$ cat src/rtl/spectrum_bar_engine_if.sv
// spectrum_bar_engine_if
// Groups the signals between the spectrum bar engine and its neighbours:
// the band-power calculator and the frame/pixel timing source (master side)
// and the bar renderer (slave side).
//   bins_flat   : NUM_BINS packed band energies, bin k at [k*VAL_W +: VAL_W]
//   bins_valid  : one-cycle strobe, capture bins_flat into the shadow bank
//   frame_start : one-cycle strobe at the start of vertical blanking
//   posx/posy   : current pixel position, pix_en qualifies active video
//   bin_idx, bar_val, peak_val, pixel_on, pixel_peak : pixel results (2-cycle latency)
//   update_req  : one-cycle refresh request back to the power calculator
interface spectrum_bar_engine_if #(
  parameter int NUM_BINS = 10,
  parameter int VAL_W    = 12
);
  logic [NUM_BINS*VAL_W-1:0] bins_flat;
  logic                      bins_valid;
  logic                      frame_start;
  logic [9:0]                posx;
  logic [9:0]                posy;
  logic                      pix_en;
  logic [7:0]                bin_idx;
  logic [VAL_W-1:0]          bar_val;
  logic [VAL_W-1:0]          peak_val;
  logic                      pixel_on;
  logic                      pixel_peak;
  logic                      update_req;

  modport master (
    output bins_flat, bins_valid, frame_start, posx, posy, pix_en,
    input  bin_idx, bar_val, peak_val, pixel_on, pixel_peak, update_req
  );

  modport slave (
    input  bins_flat, bins_valid, frame_start, posx, posy, pix_en,
    output bin_idx, bar_val, peak_val, pixel_on, pixel_peak, update_req
  );
endinterface

$ cat src/rtl/spectrum_bar_engine.sv
// spectrum_bar_engine
// Spectrum bar-graph renderer. Band energies are double-buffered (shadow bank
// written by the power calculator, active bank swapped in at frame_start) so a
// displayed frame never tears. Each pixel position is mapped to a bin, a bar
// pixel and a peak-marker pixel through a 2-stage registered pipeline.
// Ports:
//   vga_clk : pixel clock, the only clock
//   rst_n   : asynchronous active-low reset
//   bus     : spectrum_bar_engine_if.slave (bins in, pixel position in,
//             pixel results and update_req out)
// Optional feature macro: SPECTRUM_PEAK_HOLD_EN
//   defined   -> per-bin peak-hold with timed decay and peak-marker pixels
//   undefined -> no peak logic; peak_val and pixel_peak are constant 0
module spectrum_bar_engine #(
  parameter int NUM_BINS          = 10,
  parameter int VAL_W             = 12,
  parameter int SCREEN_W          = 800,
  parameter int SCREEN_H          = 600,
  parameter int GAP_PX            = 4,
  parameter int HEIGHT_SHIFT      = 3,
  parameter int HOLD_FRAMES       = 30,
  parameter int DECAY_STEP        = 16,
  parameter int FRAMES_PER_UPDATE = 2
) (
  input logic                  vga_clk,
  input logic                  rst_n,
  spectrum_bar_engine_if.slave bus
);

  localparam int BIN_W = SCREEN_W / NUM_BINS;
  localparam int IDX_W = (NUM_BINS > 1) ? $clog2(NUM_BINS) : 1;
  localparam int FC_W  = (FRAMES_PER_UPDATE > 1) ? $clog2(FRAMES_PER_UPDATE) : 1;

  logic [VAL_W-1:0] shadow_q [NUM_BINS];
  logic [VAL_W-1:0] shadow_d [NUM_BINS];
  logic [VAL_W-1:0] active_q [NUM_BINS];
  logic [VAL_W-1:0] active_d [NUM_BINS];
  logic [FC_W-1:0]  frame_cnt_q, frame_cnt_d;
  logic             update_req_q, update_req_d;

  logic [IDX_W-1:0] k_q, k_d;
  logic [9:0]       bin_base;
  logic             oor_q, oor_d;
  logic             gap_q, gap_d;
  logic             y_bad_q, y_bad_d;
  logic             en_q, en_d;
  logic [9:0]       h_q, h_d;

  logic             pix_ok;
  logic [9:0]       bar_h;
  logic [7:0]       bin_idx_q, bin_idx_d;
  logic [VAL_W-1:0] bar_val_q, bar_val_d;
  logic             pixel_on_q, pixel_on_d;

  // Shadow captures new energies; active takes the old shadow contents on
  // frame_start, so a coincident bins_valid shows up one frame later.
  always_comb begin
    for (int i = 0; i < NUM_BINS; i++) begin
      shadow_d[i] = bus.bins_valid ? bus.bins_flat[i*VAL_W +: VAL_W] : shadow_q[i];
      active_d[i] = bus.frame_start ? shadow_q[i] : active_q[i];
    end
  end

  always_comb begin
    frame_cnt_d  = frame_cnt_q;
    update_req_d = 1'b0;
    if (bus.frame_start) begin
      if (frame_cnt_q == FC_W'(FRAMES_PER_UPDATE - 1)) begin
        frame_cnt_d  = '0;
        update_req_d = 1'b1;
      end else begin
        frame_cnt_d = frame_cnt_q + 1'b1;
      end
    end
  end

  // Bin lookup by descending compare so the smallest matching index wins;
  // avoids a divider. Positions past the last bin fall back to index 0.
  always_comb begin
    k_d      = '0;
    bin_base = '0;
    for (int i = NUM_BINS - 1; i >= 0; i--) begin
      if (bus.posx < 10'((i + 1) * BIN_W)) begin
        k_d      = IDX_W'(i);
        bin_base = 10'(i * BIN_W);
      end
    end
    oor_d   = bus.posx >= 10'(NUM_BINS * BIN_W);
    gap_d   = (bus.posx - bin_base) >= 10'(BIN_W - GAP_PX);
    h_d     = 10'(SCREEN_H - 1) - bus.posy;
    y_bad_d = bus.posy >= 10'(SCREEN_H);
    en_d    = bus.pix_en;
  end

  always_comb begin
    pix_ok     = en_q & ~oor_q & ~gap_q & ~y_bad_q;
    bin_idx_d  = oor_q ? 8'd0 : 8'(k_q);
    bar_val_d  = oor_q ? '0 : active_q[k_q];
    bar_h      = 10'(bar_val_d >> HEIGHT_SHIFT);
    pixel_on_d = pix_ok & (h_q < bar_h);
  end

  always_ff @(posedge vga_clk or negedge rst_n) begin
    if (!rst_n) begin
      shadow_q     <= '{default: '0};
      active_q     <= '{default: '0};
      frame_cnt_q  <= '0;
      update_req_q <= 1'b0;
      k_q          <= '0;
      oor_q        <= 1'b0;
      gap_q        <= 1'b0;
      y_bad_q      <= 1'b0;
      en_q         <= 1'b0;
      h_q          <= '0;
      bin_idx_q    <= '0;
      bar_val_q    <= '0;
      pixel_on_q   <= 1'b0;
    end else begin
      shadow_q     <= shadow_d;
      active_q     <= active_d;
      frame_cnt_q  <= frame_cnt_d;
      update_req_q <= update_req_d;
      k_q          <= k_d;
      oor_q        <= oor_d;
      gap_q        <= gap_d;
      y_bad_q      <= y_bad_d;
      en_q         <= en_d;
      h_q          <= h_d;
      bin_idx_q    <= bin_idx_d;
      bar_val_q    <= bar_val_d;
      pixel_on_q   <= pixel_on_d;
    end
  end

  assign bus.bin_idx    = bin_idx_q;
  assign bus.bar_val    = bar_val_q;
  assign bus.pixel_on   = pixel_on_q;
  assign bus.update_req = update_req_q;

`ifdef SPECTRUM_PEAK_HOLD_EN
  localparam int HOLD_W = (HOLD_FRAMES > 0) ? $clog2(HOLD_FRAMES + 1) : 1;

  logic [VAL_W-1:0]  peak_q [NUM_BINS];
  logic [VAL_W-1:0]  peak_d [NUM_BINS];
  logic [HOLD_W-1:0] hold_q [NUM_BINS];
  logic [HOLD_W-1:0] hold_d [NUM_BINS];
  logic [VAL_W-1:0]  peak_val_q, peak_val_d;
  logic              pixel_peak_q, pixel_peak_d;
  logic [9:0]        peak_h;

  // Peak tracks the value entering the active bank. Decay compares the
  // distance to that value first so the subtraction can never wrap.
  always_comb begin
    for (int i = 0; i < NUM_BINS; i++) begin
      peak_d[i] = peak_q[i];
      hold_d[i] = hold_q[i];
      if (bus.frame_start) begin
        if (shadow_q[i] >= peak_q[i]) begin
          peak_d[i] = shadow_q[i];
          hold_d[i] = HOLD_W'(HOLD_FRAMES);
        end else if (hold_q[i] != '0) begin
          hold_d[i] = hold_q[i] - 1'b1;
        end else if ((peak_q[i] - shadow_q[i]) > VAL_W'(DECAY_STEP)) begin
          peak_d[i] = peak_q[i] - VAL_W'(DECAY_STEP);
        end else begin
          peak_d[i] = shadow_q[i];
        end
      end
    end
  end

  always_comb begin
    peak_val_d   = peak_q[k_q];
    peak_h       = 10'(peak_val_d >> HEIGHT_SHIFT);
    pixel_peak_d = pix_ok & (h_q == peak_h);
  end

  always_ff @(posedge vga_clk or negedge rst_n) begin
    if (!rst_n) begin
      peak_q       <= '{default: '0};
      hold_q       <= '{default: '0};
      peak_val_q   <= '0;
      pixel_peak_q <= 1'b0;
    end else begin
      peak_q       <= peak_d;
      hold_q       <= hold_d;
      peak_val_q   <= peak_val_d;
      pixel_peak_q <= pixel_peak_d;
    end
  end

  assign bus.peak_val   = peak_val_q;
  assign bus.pixel_peak = pixel_peak_q;
`else
  assign bus.peak_val   = '0;
  assign bus.pixel_peak = 1'b0;
`endif

endmodule
$ cat src/flat_wrapper.sv
// flat-port wrapper written by rule: the top's interface ports become plain ports
module spectrum_bar_engine_flat 
#(
  parameter int NUM_BINS          = 10,
  parameter int VAL_W             = 12,
  parameter int SCREEN_W          = 800,
  parameter int SCREEN_H          = 600,
  parameter int GAP_PX            = 4,
  parameter int HEIGHT_SHIFT      = 3,
  parameter int HOLD_FRAMES       = 30,
  parameter int DECAY_STEP        = 16,
  parameter int FRAMES_PER_UPDATE = 2
)
  (vga_clk, rst_n, bus_bins_flat, bus_bins_valid, bus_frame_start, bus_posx, bus_posy, bus_pix_en, bus_bin_idx, bus_bar_val, bus_peak_val, bus_pixel_on, bus_pixel_peak, bus_update_req);
  spectrum_bar_engine_if #(.NUM_BINS(NUM_BINS), .VAL_W(VAL_W)) bus_i ();
  input logic vga_clk;
  input logic rst_n;
  input wire logic [$bits(bus_i.bins_flat)-1:0] bus_bins_flat;
  input wire logic [$bits(bus_i.bins_valid)-1:0] bus_bins_valid;
  input wire logic [$bits(bus_i.frame_start)-1:0] bus_frame_start;
  input wire logic [$bits(bus_i.posx)-1:0] bus_posx;
  input wire logic [$bits(bus_i.posy)-1:0] bus_posy;
  input wire logic [$bits(bus_i.pix_en)-1:0] bus_pix_en;
  output wire logic [$bits(bus_i.bin_idx)-1:0] bus_bin_idx;
  output wire logic [$bits(bus_i.bar_val)-1:0] bus_bar_val;
  output wire logic [$bits(bus_i.peak_val)-1:0] bus_peak_val;
  output wire logic [$bits(bus_i.pixel_on)-1:0] bus_pixel_on;
  output wire logic [$bits(bus_i.pixel_peak)-1:0] bus_pixel_peak;
  output wire logic [$bits(bus_i.update_req)-1:0] bus_update_req;
  assign bus_i.bins_flat = bus_bins_flat;
  assign bus_i.bins_valid = bus_bins_valid;
  assign bus_i.frame_start = bus_frame_start;
  assign bus_i.posx = bus_posx;
  assign bus_i.posy = bus_posy;
  assign bus_i.pix_en = bus_pix_en;
  assign bus_bin_idx = bus_i.bin_idx;
  assign bus_bar_val = bus_i.bar_val;
  assign bus_peak_val = bus_i.peak_val;
  assign bus_pixel_on = bus_i.pixel_on;
  assign bus_pixel_peak = bus_i.pixel_peak;
  assign bus_update_req = bus_i.update_req;
  spectrum_bar_engine #(.NUM_BINS(NUM_BINS), .VAL_W(VAL_W), .SCREEN_W(SCREEN_W), .SCREEN_H(SCREEN_H), .GAP_PX(GAP_PX), .HEIGHT_SHIFT(HEIGHT_SHIFT), .HOLD_FRAMES(HOLD_FRAMES), .DECAY_STEP(DECAY_STEP), .FRAMES_PER_UPDATE(FRAMES_PER_UPDATE)) u_core (.vga_clk(vga_clk), .rst_n(rst_n), .bus(bus_i));
endmodule
$ cat config.mk
export PLATFORM = sky130hd
export DESIGN_NAME = spectrum_bar_engine_flat
export DESIGN_NICKNAME = d
export VERILOG_FILES = /design/src/rtl/spectrum_bar_engine_if.sv /design/src/rtl/spectrum_bar_engine.sv /design/src/flat_wrapper.sv
export SDC_FILE = /design/constraint.sdc
export NUM_CORES = 1
export LEC_CHECK = 0
export ABC_AREA = 0
export BUFFER_PORTS_ARGS = -buffer_cell sky130_fd_sc_hd__buf_2
export CAP_MARGIN = 0
export CORE_ASPECT_RATIO = 2
export CORE_UTILIZATION = 45
export DETAILED_ROUTE_END_ITERATION = 8
export GPL_TIMING_DRIVEN = 0
export PLACE_DENSITY = 0.61
export SYNTH_ARGS = -nofsm -noshare
export SYNTH_HDL_FRONTEND = slang
export SYNTH_SLANG_ARGS = --single-unit
$ cat constraint.sdc
create_clock -name vga_clk -period 2.95 [get_ports vga_clk]
set_input_delay 0.4425 -clock vga_clk [delete_from_list [all_inputs] [get_ports vga_clk]]
set_output_delay 0.4425 -clock vga_clk [all_outputs]
set_load 0.02 [all_outputs]
### Word level (Yosys, flattened, before mapping)

Index checks and enable logic that the tools add are counted.

* bits in registers: 281
* input port bits: 145
* output and inout bits: 35
* logic and storage cells: 85

* add/subtract/negate cells: 3
* $lt $le $gt $ge: 15
* mux-type cells: 28
* bitwise operators: 8

Operator list (count)
* $mux 10: 10
* $bmux 12 s4: 1
* $mux 4: 11
* $lt 10x10->1 const B: 4
* $mux 12: 3
* $lt 10x9->1 const B: 3
* $ge 10x10->1 const B: 2
* $lt 10x8->1 const B: 2
* $ge 10x7->1 const B: 1
* $lt 10x7->1 const B: 1
* $lt 10x9->1: 1
* $sub 10x10->10: 1
* $sub 10x10->10 const A: 1
* $ge 5x5->1 const B: 1
* $not 4->5: 1
* $and 1x1->1: 4
* $mux 1: 3
* $not 1->1: 3
* $add 1x1->1 const B: 1

### Logic depth before layout (Yosys ltp)

* depth after elaboration: 13
* depth in mapped cells: 13
* gate-level depth less buffers: 12

### Least setup slack after synthesis

Ideal clock, no wire load.

* path kind: input to register
* start: in bus_posx[7]
* end: reg u_core.gap_q
* library setup time: 0.133 ns
* data arrival time: 2.391 ns
* required time: 2.817 ns
* slack: 0.426 ns
* cell stages on the path: 13
* path buffers: 1
* cells stage by stage: clkbuf_1 -> nor2b_1 -> o21ai_0 -> a21oi_1 -> a21oi_1 -> o221ai_1 -> ha_1 -> fa_1 -> nor2b_1 -> o21a_1 -> nor2_1 -> xnor2_1 -> nand4bb_1

* longest elaborated chain between the ends: 13
* elaborated cells on any way between the ends: 22
* classes of those cells: add/sub (1); order compare (11); mux (10)

Ends and longest elaborated chain
* start: declaration: line flat_wrapper.sv:21 `input wire logic [$bits(bus_i.posx)-1:0] bus_posx;`
* $lt 10x10->1: line spectrum_bar_engine.sv:83 `if (bus.posx < 10'((i + 1) * BIN_W)) begin`
* $mux 10 (9 in series): line spectrum_bar_engine.sv:83
* $mux 10 (*): line spectrum_bar_engine.sv:83
* named net u_core.bin_base[4]: line spectrum_bar_engine.sv:42 `logic [9:0] bin_base;`
* $sub 10x10->10 (*): line spectrum_bar_engine.sv:89 `gap_d = (bus.posx - bin_base) >= 10'(BIN_W - GAP_PX);`
* $ge 10x7->1 (*): line spectrum_bar_engine.sv:89
* named net u_core.gap_d: line spectrum_bar_engine.sv:44 `logic gap_q, gap_d;`
* end signal: assignment: line spectrum_bar_engine.sv:125 `gap_q <= gap_d;`
* end: declaration: line spectrum_bar_engine.sv:44

The timed path passes the listed nets; every way through them passes the cells marked *.
A chain may end at the register's enable or synchronous reset.

### Final worst setup path

* start: reg u_core.k_q[0]
* end: reg u_core.pixel_on_q (netlist: u_core.bus.pixel_on)

* longest elaborated chain between the ends: 7

Ends and longest elaborated chain
* start: declaration: line spectrum_bar_engine.sv:41 `logic [IDX_W-1:0] k_q, k_d;`
* start signal: assignment: line spectrum_bar_engine.sv:123 `k_q <= k_d;`
* $not 4->5 (not written as such): line spectrum_bar_engine.sv:98 `bar_val_d = oor_q ? '0 : active_q[k_q];`
* $bmux 12 s4: line spectrum_bar_engine.sv:98
* $mux 12 (not written as such) (2 in series): line spectrum_bar_engine.sv:98
* $mux 12: line spectrum_bar_engine.sv:98
* $lt 10x9->1: line spectrum_bar_engine.sv:100 `pixel_on_d = pix_ok & (h_q < bar_h);`
* $and 1x1->1: line spectrum_bar_engine.sv:100
* named net u_core.pixel_on_d: line spectrum_bar_engine.sv:53 `logic pixel_on_q, pixel_on_d;`
* end signal: assignment: line spectrum_bar_engine.sv:131 `pixel_on_q <= pixel_on_d;`
* end: declaration: line spectrum_bar_engine.sv:53

The timed path passes the listed nets, and every way through them passes these cells. The select of a mux whose other input is x is not followed.

==> results.md <==
* Syn Area/Cell at between 15 and 20 um^2
* DIE WIDTH at 117 um
* Final setup viols at 0
* Register bit count reported by yosys at ~280
* Largest area contributor in the netlist: dfrtp_1
* Ys flop type: dfrtp_1
* Placed cell areas at between 0.01 and 0.015 mm^2
* Clock Tree Buf Depth at 3
* I/O pin total at between 150 and 200
* Mapped Cells at ~790
* Period minus WS final at about 2800 ps
* Die area at between 0.02 and 0.03 mm^2
* Initial antenna violation count at 1
* Mapped cell area at approximately 0.012 mm^2
* EDFF count, synth at 0
* WL/cell at 20.0 um
* Iter 0 DRT Violations at around 270
* Highest metal used: met4
* Area contributors post-synth: dfrtp_1 58%, mux2_2 23%, mux4_2 2.7%, mux2i_1 2.1%, mux4_1 2.0%
* Clock Sink Count at 277
* Row cnt at 83
* CTS Buf Count at 26
* Pwr dens at 659 mW/mm^2
* RSZ-0062 raised after global routing: false
* Number of port buffers at between 150 and 200
* Initial core utilization at between 40% and 50%
* Largest net degree at the start of global routing at between 100 and 150
* Vias per cell at roughly 5.2
* WP buf/inv at 1
* Post-route DRC at 0
* Layout cell share with drive strength beyond 1 at around 50%
* Commonest non-fill, non-tap cell in the layout: dfrtp_1
* Final Util at between 50% and 60%
* Peak supply drop at roughly 0.42 mV
* Slew Limit Fails at 0
* Antenna-violating nets left at 0
* TritonCTS clock tree: built
* Fmax at between 300 and 400 MHz
* # placed instances at 1,302
* Slowest CP cell: mux4_2
* Core footprint at around 0.026 mm^2
* Sequential cell area fraction in the yosys report at 58.3%
* Synth-to-Final Area Change at 18.3%
* DR vias at 6,990
* Fillers at ~2,200
* Synth unique cells at 56
* Worst path max stage delay at approximately 590 ps
* First-pass GRT wire length at about 42,000 um
* Max_slew headroom at roughly 51%
* Drt pass-1 iters at 4
* Arr. time, crit path at between 3000 and 4000 ps
* Final Net Count at 1,153
* Non-Filler Instances at between 1,000 and 1,500
* Worst Path Required at ~3400 ps
* Fraction of registers with async set/reset at 100%
* Routed WL at ~27,000 um
* Root buffer cell: clkbuf_16
* Period utilisation layout at 93.5%
* Hpwl dp at approximately 20,000 um
* Gr ovfl total at 0
* Leakage at roughly 6.4 nW
* FF+latch area at a little under 0.007 mm^2
* Worst path cell trace: buf_8, mux4_2, mux2i_1, o22ai_1, nand2b_1, ha_1, a21oi_1, o21ai_1, a41oi_2, o31a_1, a31o_1
* Status: finished clean
* Number of global-route vias before repair at approximately 7,500
* Commonest cells after routing, fill and taps aside: 277 x dfrtp_1, 240 x mux2_2, 178 x buf_2, 26 x clkbuf_16, 25 x mux2i_1
* Worst slew pin tran at about 740 ps
* Gpl congestion at 0.859
* Final instance area at 0.0141 mm^2
* CP Launch Type: flop
* Postcts setup bufs at 0
* H-tree Lvls at 1
* Die Ht at between 200 and 250 um
* Clock transition at path regs at about 60 ps
* Area share of the largest cell type after synthesis at around 58%
* Final Skew at between 30 and 40 ps
* Syn. warnings at 0
* Hold WC Path Type: primary input to flop
* Final Hold Vio Count at 0
* Crit Path Max Fanout at 10
* Crit path kind: flop to flop
* Power Total at approximately 9.3 mW
* Metal3 WL at approximately 900 um
* CP delay by family, top: compound AO/OA/AOI/OAI gates
* WL met2 at roughly 15,000 um
* Total of max-cap violations at 0
* Crit. End Element: flop
* Wl on met1 at 10,300 um
* Area of the multi-input gates at about 0.0046 mm^2
* Clk_lat worst skew at between 500 and 600 ps
* GR Util All Layers at approximately a fifth
-- cell usage after synthesis, types with 2 or more instances --
cell type and instances:
nand2b_1 10, mux4_1 9, buf_2 22, o21ai_0 6
nand3_1 5, ha_1 15, buf_6 5, nor2_1 10
nor3_1 5, buf_4 17, xor2_1 3, clkbuf_1 11
nor2b_1 7, inv_1 19, mux2_2 240, o22a_2 3
mux4_2 14, o31a_1 2, buf_1 5, a211oi_1 3
a21oi_1 10, xnor2_1 5, o22ai_1 11, nor4_1 2
o21a_1 5, mux2i_1 25, dfrtp_1 277, nand2_1 10
a31oi_1 3
-- power breakdown --
group | total (mW) | internal (mW) | switching, mW
logic | 1.54 | 0.799 | 0.743
clock network | 3.18 | 1.74 | 1.45
registers | 4.54 | 4.29 | 0.251
total | 9.26 | 6.82 | 2.44
-- flip-flops by register name, summed over array words and instances, names as in the netlist, 4 cells and up --
| name | cells |
|---|---|
| u_core.h_q | 10 |
| u_core.shadow_q | 120 |
| u_core.k_q | 4 |
| u_core.active_q | 120 |
| u_core.bus.bar_val | 12 |
| u_core.bus.bin_idx | 4 |
-- routing by layer --
| layer | GRT usage (%) | vias up |
|---|---|---|
| li1 | - | 3223 |
| met1 | 24.6 | 3571 |
| met2 | 39.6 | 162 |
| met3 | 2.61 | 34 |
| met4 | 7.08 | 0 |
| met5 | 0 | - |
-- worst reg2reg max path, stage by stage (launching register included) --
cell	delay, ps
dfrtp_1	420
buf_8	200
mux4_2	600
mux2i_1	210
o22ai_1	110
nand2b_1	110
ha_1	260
a21oi_1	160
o21ai_1	90
a41oi_2	240
o31a_1	170
a31o_1	100
-- final timing paths --
kind | to | slack (ps) | depth (start not counted) | start
min in group asynchronous | u_core.shadow_q[104]$_DFFE_PN0P_ | 470 | 2 | rst_n
max | u_core.bus.pixel_on$_DFF_PN0_ | 190 | 11 | u_core.k_q[0]$_DFF_PN0_
max in group asynchronous | u_core.shadow_q[69]$_DFFE_PN0P_ | 1060 | 4 | rst_n
max reg2reg | u_core.bus.pixel_on$_DFF_PN0_ | 190 | 11 | u_core.k_q[0]$_DFF_PN0_
min | u_core.h_q[1]$_DFF_PN0_ | 70 | 2 | bus_posy[1]
min reg2reg | u_core.frame_cnt_q$_DFFE_PN0P_ | 460 | 1 | u_core.frame_cnt_q$_DFFE_PN0P_
-- layout make-up --
cell class                 count  share of cell area [%]
inverter                      20                   0.534
clock buffer                  38                    5.23
tap                          340                    3.02
buffer                        62                    2.78
multi-input combinational    443                    32.5
clock inverter                 8                   0.427
antenna                        1                  0.0178
sequential                   277                    49.3
timing repair buffer         162                    6.23
-- cell families after synthesis --
kind of cell,share of synthesized area (%)
multiplexers,29.5
flip-flops,58.3
buffers and inverters,3.84
AO/OA/AOI/OAI,3.51
AND/OR/NAND/NOR,2.40
adder cells (fa/ha/maj),1.83
XOR/XNOR,0.589
other,0.0315
-- what timing repair did --
item | 4_1_cts | 5_1_grt
resized for setup | 0 | 7
endpoints found under the setup margin | 0 | 1
endpoints found under the hold margin | 84 | 0
hold buffers | 2 | 0
-- metrics by stage --
stage          setup TNS (ps)  setup WS [ps]  hold slack (ps)
2_1_floorplan               0            426              147
3_3_place_gp         -1006800          -3670              449
3_5_place_dp             -158           -158              451
4_1_cts                     0           20.7             44.0
5_1_grt                     0           48.2             43.5
6_report                    0            191             72.8
Power figures use the tool's default switching activity.
